$ cat src/rtl/ex_div_ctrl_pkg.sv
// ex_div_ctrl_pkg: divide-op bit indices, FSM encoding and nominal divider latency for ex_div_ctrl
package ex_div_ctrl_pkg;
  localparam int DIV_W  = 0;
  localparam int MOD_W  = 1;
  localparam int DIV_WU = 2;
  localparam int MOD_WU = 3;
  localparam int DIV_CYCLES = 34;
  typedef enum logic [1:0] {
    ST_IDLE  = 2'd0,
    ST_BUSY  = 2'd1,
    ST_DONE  = 2'd2,
    ST_DRAIN = 2'd3
  } div_state_e;
endpackage

$ cat src/rtl/ex_div_ctrl.sv
// ex_div_ctrl: EX-stage sequencer for the multicycle divider (operand capture, stall, result select, flush drain)
module ex_div_ctrl
  import ex_div_ctrl_pkg::*;
#(
  parameter int DATA_W     = 32,
  parameter int DIV_CYCLES = ex_div_ctrl_pkg::DIV_CYCLES,
  parameter int WDOG_MAX   = 40
) (
  input  logic                clk,
  input  logic                resetn,
  input  logic                es_valid,
  input  logic [3:0]          es_div_op,
  input  logic [DATA_W-1:0]   es_src1,
  input  logic [DATA_W-1:0]   es_src2,
  input  logic                es_flush,
  input  logic                ms_allowin,
  output logic                div_en,
  output logic                div_signed,
  output logic [DATA_W-1:0]   div_num,
  output logic [DATA_W-1:0]   div_den,
  input  logic [2*DATA_W-1:0] div_result,
  input  logic                div_complete,
  output logic                es_div_stall,
  output logic                div_out_valid,
  output logic [DATA_W-1:0]   div_out_value,
  output logic                div_timeout
);
  localparam int CNT_W = $clog2(WDOG_MAX + 1);
  localparam logic [CNT_W-1:0] WDOG_LIM = CNT_W'(WDOG_MAX);
  if (DATA_W != 32 || WDOG_MAX <= DIV_CYCLES) begin : g_bad_cfg
    $error("ex_div_ctrl: DATA_W must be 32 and WDOG_MAX must exceed DIV_CYCLES");
  end
  div_state_e        state_q, state_d;
  logic [DATA_W-1:0] num_q, num_d, den_q, den_d, value_q, value_d;
  logic              signed_q, signed_d, is_mod_q, is_mod_d, timeout_q, timeout_d;
  logic [CNT_W-1:0]  wdog_q, wdog_d;
  logic              accept, waiting, drain_entry;
  assign accept      = state_q == ST_IDLE && es_valid && |es_div_op && !es_flush;
  assign waiting     = state_q == ST_BUSY || state_q == ST_DRAIN;
  assign drain_entry = state_q == ST_BUSY && es_flush && !div_complete;
  always_ff @(posedge clk) begin
    if (!resetn) begin
      state_q   <= ST_IDLE;
      num_q     <= '0;
      den_q     <= '0;
      value_q   <= '0;
      signed_q  <= 1'b0;
      is_mod_q  <= 1'b0;
      timeout_q <= 1'b0;
      wdog_q    <= '0;
    end else begin
      state_q   <= state_d;
      num_q     <= num_d;
      den_q     <= den_d;
      value_q   <= value_d;
      signed_q  <= signed_d;
      is_mod_q  <= is_mod_d;
      timeout_q <= timeout_d;
      wdog_q    <= wdog_d;
    end
  end
  // A flush coinciding with completion has nothing left to drain, so it goes straight to IDLE.
  always_comb begin
    state_d = state_q;
    case (state_q)
      ST_IDLE:  state_d = accept ? ST_BUSY : ST_IDLE;
      ST_BUSY:  state_d = div_complete ? (es_flush ? ST_IDLE : ST_DONE) : (es_flush ? ST_DRAIN : ST_BUSY);
      ST_DONE:  state_d = (ms_allowin || es_flush) ? ST_IDLE : ST_DONE;
      ST_DRAIN: state_d = div_complete ? ST_IDLE : ST_DRAIN;
      default:  state_d = ST_IDLE;
    endcase
  end
  always_comb begin
    num_d     = accept ? es_src1 : num_q;
    den_d     = accept ? es_src2 : den_q;
    signed_d  = accept ? (es_div_op[DIV_W] | es_div_op[MOD_W]) : signed_q;
    is_mod_d  = accept ? (es_div_op[MOD_W] | es_div_op[MOD_WU]) : is_mod_q;
    value_d   = (state_q == ST_BUSY && div_complete && !es_flush)
              ? (is_mod_q ? div_result[DATA_W-1:0] : div_result[2*DATA_W-1:DATA_W]) : value_q;
    wdog_d    = (accept || drain_entry) ? '0
              : (waiting && wdog_q != WDOG_LIM) ? wdog_q + 1'b1 : wdog_q;
    timeout_d = timeout_q | (waiting && wdog_q == WDOG_LIM);
  end
  // div_en stays up through DRAIN: dropping it mid-operation would freeze the divider's counter.
  always_comb begin
    div_en        = waiting;
    div_out_valid = state_q == ST_DONE;
    es_div_stall  = es_valid && |es_div_op && (state_q == ST_IDLE || state_q == ST_BUSY);
  end
  assign div_signed    = signed_q;
  assign div_num       = num_q;
  assign div_den       = den_q;
  assign div_out_value = value_q;
  assign div_timeout   = timeout_q;
endmodule

$ cat config.mk
export PLATFORM = sky130hd
export DESIGN_NAME = ex_div_ctrl
export DESIGN_NICKNAME = d
export VERILOG_FILES = /design/src/rtl/ex_div_ctrl_pkg.sv /design/src/rtl/ex_div_ctrl.sv
export SDC_FILE = /design/constraint.sdc
export NUM_CORES = 1
export LEC_CHECK = 0
export CAP_MARGIN = 10
export CELL_PAD_IN_SITES_DETAIL_PLACEMENT = 2
export CELL_PAD_IN_SITES_GLOBAL_PLACEMENT = 2
export CORE_ASPECT_RATIO = 0.5
export CORE_MARGIN = 2
export CORE_UTILIZATION = 22
export CTS_CLUSTER_DIAMETER = 120
export DETAILED_ROUTE_END_ITERATION = 8
export PLACE_DENSITY = 0.79
export RECOVER_POWER = 50
export SYNTH_ARGS = -nofsm -noshare
export SYNTH_HDL_FRONTEND = slang
export SYNTH_SLANG_ARGS = --single-unit
$ cat constraint.sdc
create_clock -name clk -period 2.3 [get_ports clk]
set_clock_uncertainty 0.2 [all_clocks]
set_input_delay 0.345 -clock clk [delete_from_list [all_inputs] [get_ports clk]]
set_output_delay 0.345 -clock clk [all_outputs]
set_load 0.1 [all_outputs]
# == Word level (Yosys, flattened, before mapping) ==
# Index checks and enable logic that the tools add are counted.
# op_classes
shift,0
add_sub_neg,1
mul,0
eq_ne,5
reduce_logical,20
order_cmp,0
mux,8
n_bitwise,4
div,0
# op_table
cell,n
$mux W32,1
$logic_and A1 B1 Y1,11
$mux W2,5
$pmux W2 S4,1
$add A6 B1 Y6 const B,1
$eq A6 B6 Y1 const B,1
$ne A6 B6 Y1 const B,1
$eq A2 B2 Y1 const B,2
$logic_or A1 B1 Y1,4
$reduce_or A4 Y1,1
$or A1 B1 Y1,3
$eq A2 B1 Y1 const B,1
$logic_not A1 Y1,2
$logic_not A2 Y1,1
$reduce_or A2 Y1,1
$mux W1,1
$not A1 Y1,1
# totals
memories,0
input_bits,138
rom_bits,0
output_inout_bits,101
ram_bits,0
latch_bits,0
register_bits,107

# == Depth between registers and ports, before layout ==
# Gate-level depths: netlist of run 1.
# depth
ltp_word,6
ltp_mapped,6
ltp_nobuf,5

# == Worst setup path before layout of run 1 ==
# No wires, ideal clock.
# synth_path
kind,input to output
from,input es_div_op[0]
to,output es_div_stall
arrival_ns,2.793
t_required_ns,1.755
path_slack_ns,-1.038
cell_stages,3
path_buffers,1
cell_sequence,nor4_2 clkbuf_1 nor3b_1
# synth_between
elab_chain_len,3
# synth_lines
element,line,source
from (decl),ex_div_ctrl.sv:12,"input logic [3:0] es_div_op,"
$reduce_or A4 Y1,ex_div_ctrl.sv:88,es_div_stall = es_valid && |es_div_op && (state_q == ST_IDLE || state_q == ST_BUSY);
$logic_and A1 B1 Y1 (2 in a row),ex_div_ctrl.sv:88,
to (decl),ex_div_ctrl.sv:23,"output logic es_div_stall,"
# Every way passes these cells.

# == Worst setup path after layout of run 1 ==
# layout_path
from,input es_div_op[1]
to,output es_div_stall
# Same word-level chain as after synthesis.

==> summary.md, run 1 <==
| Metric | Value |
|---|---|
| Cell Rows | `37` |
| Tcrit/Tclk final | `0.9709` |
| Synthesized net count | `645` |
| GRT overflow | `0` |
| Slew @ Worst Pin | `676.5 ps` |
| Chip height | `107.2 microns` |
| Worst Setup EP | `es_div_stall` |
| Reported max-cap violation count | `0` |
| Number of global-route vias before repair | `5,151` |
| Cell Int Power | `3.532 mW` |
| Via/cell ratio | `4.688` |
| Routed Antenna Nets | `0` |
| Residual DRC | `0` |
| Leading post-synthesis cells by cell area | `dfxtp_1, mux2i_1, nand3_1` |
| Syn Area/Cell | `9.284 sq um` |
| Area grow syn2layout | `58.34%` |
| Largest net degree at the start of global routing | `65` |
| Final GP Congestion | `0.7210` |
| Startpoint types | `primary input` |
| Ant. Diodes | `0` |
| CP max stage cell | `clkdlybuf4s50_1` |
| Synth cell types | `38` |
| Die Wd | `210.4 microns` |
| Buffer and inverter count on the worst path | `4` |
| Cell accounting for the most synthesized area | `dfxtp_1` |
| # port buffers | `238` |
| Initial DRT Pass Iterations | `4` |
| Slew Viols, Final | `0` |
| Total Power | `5.085 mW` |
| Cell Count, Final, Fillers Out | `1,008` |
| Clock share of power | `0.374` |
| Placed Cells | `993` |
| Vias | `4,726` |
| Initial antenna violation count | `0` |
| Nets | `871` |
| Relative slew margins | `0.5490` |
| Final Hold Fails | `0` |
| Clock sink total | `107` |
| Placed Area | `7331 sq um` |
| Clk pin slew, worst setup/hold paths | `70 ps` |
| Post-CTS Setup Repair Bufs | `0` |
| Critical path class | `in -> out` |
| Reg2Reg Depth | `5` |
| RR Startpoint | `state_q[0]` |
| Switching pwr | `1.552 mW` |
| FF-to-FF setup slack | `260 ps` |
| CP required | `1750 ps` |
| Worst path max stage delay | `440 ps` |
| Status | `complete, no violations` |
| Fraction of layout cells with a size suffix above 1 | `0.2259` |
| First-pass GRT wire length | `28.01 mm` |
| Die area | `22,570 sq um` |
| Synthesis Warnings | `0` |
| Seq pwr share | `0.388` |
| Wirelength per Cell | `18.03 microns` |
| Min Tclk post-route | `2233 ps` |
| Total global-route track usage | `0.1584` |
| Initial core utilization | `0.2260` |
| CTS H-tree lvls | `3` |
| Hold slack | `138.0 ps` |
| Comb pwr share | `0.237` |
| Root buf cell | `clkbuf_16` |
| HPWL after DPL | `13.57 mm` |
| CP delay by family, top | `buffers and inverters` |
| Power per cell area | `685.0 nW/um^2` |
| Hold WC Path Type | `in -> reg` |
| Longest Clk Path Bufs | `2` |
| CP most frequent cell | `buf_4` |
| CP Depth | `6` |
| Post-route cell area | `7423 sq um` |
| Drt initial violations | `99` |
| Core Util, Final | `0.3579` |
| Worst Path Arrival | `1690 ps` |
| Core area | `20,740 sq um` |
| Clk Latency, worst-skew pair | `340 ps` |
| Unrepaired setup endpoints after global routing | `no` |
| CP cell instances | `clkdlybuf4s50_1, buf_4, nor4_4, buf_4, nor3b_2, buf_12` |
| CTS Buf Count | `9` |
| WL final | `18.18 mm` |
| Fmax | `447.8 MHz` |
| Post-CTS Hold Buffers | `0` |
| # IOs | `239` |
| Sw Ratio | `0.3053` |
| Yosys top cell area share | `0.4569` |
| Netlist Area Pre-Place | `4688 sq um` |
| Setup Viol. Count Final | `0` |
| Crit path launch | `es_div_op[1]` |
| Post-synthesis sequential area ratio | `0.4569` |
| CTS tree | `done` |
| R2r endpoint | `div_out_value[29]` |
| CP Max Fanout | `5` |
| Post_cts resized | `0` |
| Leakage | `3.190 nW` |
| VDD IR-drop max | `0.3931 mV` |
| Synth Instances | `505` |
| Register bit total from synthesis | `107` |
| CP endpoint kind | `output pin` |
[worst min-delay path by stage]
| stage | from | end | slack, ps | depth (start not counted) |
|---|---|---|---|---|
| 3_3_place_gp | div_den[8] | div_den[8] | 250 | 2 |
| 5_1_grt | resetn | div_out_value[0] | 120 | 2 |
| 3_5_place_dp | div_den[12] | div_den[12] | 260 | 2 |
| 2_1_floorplan | wdog_q[5] | wdog_q[5] | 250 | 2 |
| 4_1_cts | resetn | div_out_value[0] | 120 | 2 |
| 6_report | resetn | div_out_value[0] | 140 | 2 |
[cell usage after synthesis, drive strengths merged]
library cell / number
mux2i: 33
and3b: 1
nand3: 64
nor4bb: 1
inv: 2
or4: 1
and2: 1
a21o: 1
nor2b: 7
or3: 1
nand2b: 1
nor4b: 1
clkbuf: 33
nor4: 1
a21boi: 68
or4b: 1
dfxtp: 107
nor3: 1
nand4b: 1
nand4: 2
o211ai: 3
or4bb: 1
o21ai: 71
o211a: 32
a21oi: 3
ha: 2
a211o: 1
buf: 20
xor2: 2
nand2: 36
nor3b: 2
a31oi: 2
nor2: 2
[power by group through the flow]
stage | logic (mW) | registers, mW | clock network (mW)
after floorplan | 0.275 | 2.50 | 0
after global placement | 1.24 | 2.02 | 0
after detailed placement | 1.27 | 2.02 | 0
after CTS | 1.27 | 1.98 | 1.98
after global routing | 1.27 | 1.98 | 2.06
final | 1.21 | 1.97 | 1.90
[state kept, by name, indices dropped and copies added, names as in the netlist]
signal and cells:
state_q 2, div_num 32, div_den 32, wdog_q 6
is_mod_q 1, div_signed 1, div_out_value 32, div_timeout 1
[area by class of cell]
class                           instances  area (sq um)
Clock buffer                           10         239.0
Clock inverter                          5         125.1
Fill cell                            2331         13320
Inverter                                2         7.507
Multi-Input combinational cell        343          2355
Sequential cell                       107          2143
Tap cell                              273         341.6
Timing Repair Buffer                  268          2212
[stage by stage]
| step | setup WS [ps] | TNS, ps |
|---|---|---|
| 6_report | 66.97 | 0 |
| 5_1_grt | 22.58 | 0 |
| 4_1_cts | 64.89 | 0 |
| 3_5_place_dp | -168.2 | -4282 |
| 3_3_place_gp | -92.67 | -2010 |
| 2_1_floorplan | -43.85 | -43.85 |
[cell families after synthesis]
family,synth area share
AOI/OAI and AO/OA,0.2762
buffers and inverters,0.05044
DFF,0.4569
xor gates and xnor gates,0.003737
muxes,0.07046
adders and majority gates,0.005337
and+or+nand+nor,0.1369
[routing by layer]
metal	track usage	share of wire
met1	0.1759	0.41
met2	0.3098	0.54
met3	0.03515	0.039
met4	0.03370	0.011
met5	0	0
[placed cells by master (no fill, tap or decap), drive strengths merged]
cell type	netlist	routed
a211o	1	1
a21boi	68	68
a21o	1	1
a21oi	3	3
a31oi	2	2
and2	1	1
and3b	1	1
buf	20	31
bufinv	0	4
clkbuf	33	111
clkdlybuf4s50	0	136
clkinv	0	1
dfxtp	107	107
ha	2	2
inv	2	2
mux2i	33	33
nand2	36	36
nand2b	1	1
nand3	64	64
nand4	2	2
nand4b	1	1
nor2	2	2
nor2b	7	7
nor3	1	1
nor3b	2	2
nor4	1	1
nor4b	1	1
nor4bb	1	1
o211a	32	32
o211ai	3	3
o21ai	71	71
or3	1	1
or4	1	1
or4b	1	1
or4bb	1	1
xor2	2	2
(Power assumes the default switching activity.)
==> run 2, diff against run 1 <==
- CORE_ASPECT_RATIO: 0.5 -> 0.9
- MAX_ROUTING_LAYER: unset -> met4
==> run 2 against run 1 <==
Non-clock buffer count fell by 12. Flip-flop and latch count stayed put. Utilization decreased by 0.90 points. Critical endpoint unchanged. Largest cell class unchanged.
==> summary.md, run 2 (synthesis results as in run 1) <==
| Metric | Value |
|---|---|
| Initial core utilization | `0.2250` |
| Post-CTS Hold Buffers | `0` |
| Hold WC Path Type | `reg -> reg` |
| Power per cell area | `655.6 nW/um^2` |
| Area grow syn2layout | `55.03%` |
| Ant. Diodes | `0` |
| Metal-1 WL | `7.318 mm` |
| Leakage | `3.098 nW` |
| Startpoint types | `primary input` |
| Die area | `22,500 sq um` |
| Routed Antenna Nets | `0` |
| Clock sink total | `107` |
| Total global-route track usage | `0.1596` |
| Top layer in use | `met4` |
| CTS tree | `done` |
| Largest net degree at the start of global routing | `68` |
| Slew @ Worst Pin | `586.2 ps` |
| CP required | `1750 ps` |
| Longest Clk Path Bufs | `2` |
| Final GP Congestion | `0.8197` |
| Status | `complete, no violations` |
| Nets | `859` |
| Via/cell ratio | `4.660` |
| CP endpoint kind | `output pin` |
| Setup ws final | `94.77 ps` |
| Vias | `4,707` |
| Pre-CTS setup slack | `-176.2 ps` |
| # port buffers | `238` |
| Cell Rows | `50` |
| Number of global-route vias before repair | `5,118` |
| Wirelength per Cell | `17.64 microns` |
| FILL cells | `2,299` |
| Unrepaired setup endpoints after global routing | `no` |
| Chip height | `142.5 microns` |
| VDD IR-drop max | `0.4678 mV` |
| Routed wl met3 | `936 microns` |
| Fmax | `453.5 MHz` |
| Drt initial violations | `176` |
| Final Hold Fails | `0` |
| Met2 wire length | `9.257 mm` |
| Initial DRT Pass Iterations | `4` |
| CTS Buf Count | `9` |
| Post_cts resized | `0` |
| Core Util, Final | `0.3489` |
| Critical path class | `in -> out` |
| First-pass GRT wire length | `27.66 mm` |
| CP Max Fanout | `5` |
| # IOs | `239` |
| WL final | `17.82 mm` |
| Post-CTS Setup Repair Bufs | `0` |
| Most frequent cells in the layout | `clkdlybuf4s50_1, dfxtp_1, clkbuf_2` |
| Relative slew margins | `0.6108` |
| Slew Viols, Final | `0` |
| Die Wd | `157.9 microns` |
| CTS H-tree lvls | `3` |
| Tcrit/Tclk final | `0.9588` |
| Root buf cell | `clkbuf_16` |
| Residual DRC | `0` |
| Worst Path Arrival | `1660 ps` |
| Commonest non-fill, non-tap cell in the layout | `clkdlybuf4s50_1` |
| Post-route cell area | `7268 sq um` |
| Setup Viol. Count Final | `0` |
| Core area | `20,830 sq um` |
| Reported max-cap violation count | `0` |
| HPWL after DPL | `13.26 mm` |
| GRT overflow | `0` |
| Initial antenna violation count | `0` |
| Min Tclk post-route | `2205 ps` |
| Clk pin slew, worst setup/hold paths | `80 ps` |
| Placed Cells | `994` |
| Clk Latency, worst-skew pair | `340 ps` |
| Cell Count, Final, Fillers Out | `1,010` |
| Placed Area | `7232 sq um` |
| Fraction of layout cells with a size suffix above 1 | `0.2099` |
run 2: changes by cell type in the layout (fill, tap and decap cells not counted), moves of 2 or more:
| cell | previous run | this run |
|---|---|---|
| bufinv_16 | 4 | 1 |
| clkbuf_1 | 0 | 2 |
| inv_6 | 0 | 3 |
| buf_4 | 21 | 10 |
run 2: per-layer routing:
layer	GRT usage	vias up
met5	-	-
met4	0.03828	0
met3	0.03776	18
met2	0.2812	130
met1	0.1825	2309
li1	-	2250
run 2: report_power, final:
group	internal, mW	total [mW]	switching, mW
registers	1.92	1.97	0.0424
clock network	0.859	1.60	0.743
logic	0.393	1.20	0.803
run 2: critical path, cell delays in order:
cell	delay, ps
clkdlybuf4s50_1	440
buf_4	170
nor4_4	290
buf_4	190
nor3b_2	60
buf_12	160
run 2: cell type report:
class / instances / area [sq um] / area share
flip-flops and latches: 107 / 2143 / 0.2949
inverters: 2 / 7.507 / 0.001033
multi-input cells: 343 / 2349 / 0.3231
clock buffers: 10 / 229.0 / 0.03150
repair buffers: 256 / 2112 / 0.2906
well taps: 286 / 357.8 / 0.04923
clock inverters: 6 / 70.07 / 0.009640
run 2: final timing paths:
check / from / to / slack [ps] / depth (start not counted)
min reg2reg: div_den[5] / div_den[5] / 270 / 2
max: es_div_op[1] / es_div_stall / 90 / 6
min: div_den[5] / div_den[5] / 270 / 2
max reg2reg: state_q[1] / div_den[31] / 310 / 4
run 2: metrics by stage:
step	hold WS, ps	power (mW)	TNS [ps]
final	272.8	4.765	0
after global routing	291.6	4.961	0
after CTS	270.6	4.896	0
after detailed placement	268.7	3.268	-5673
after global placement	255.1	3.229	-1552
after floorplan	253.9	2.777	-43.85
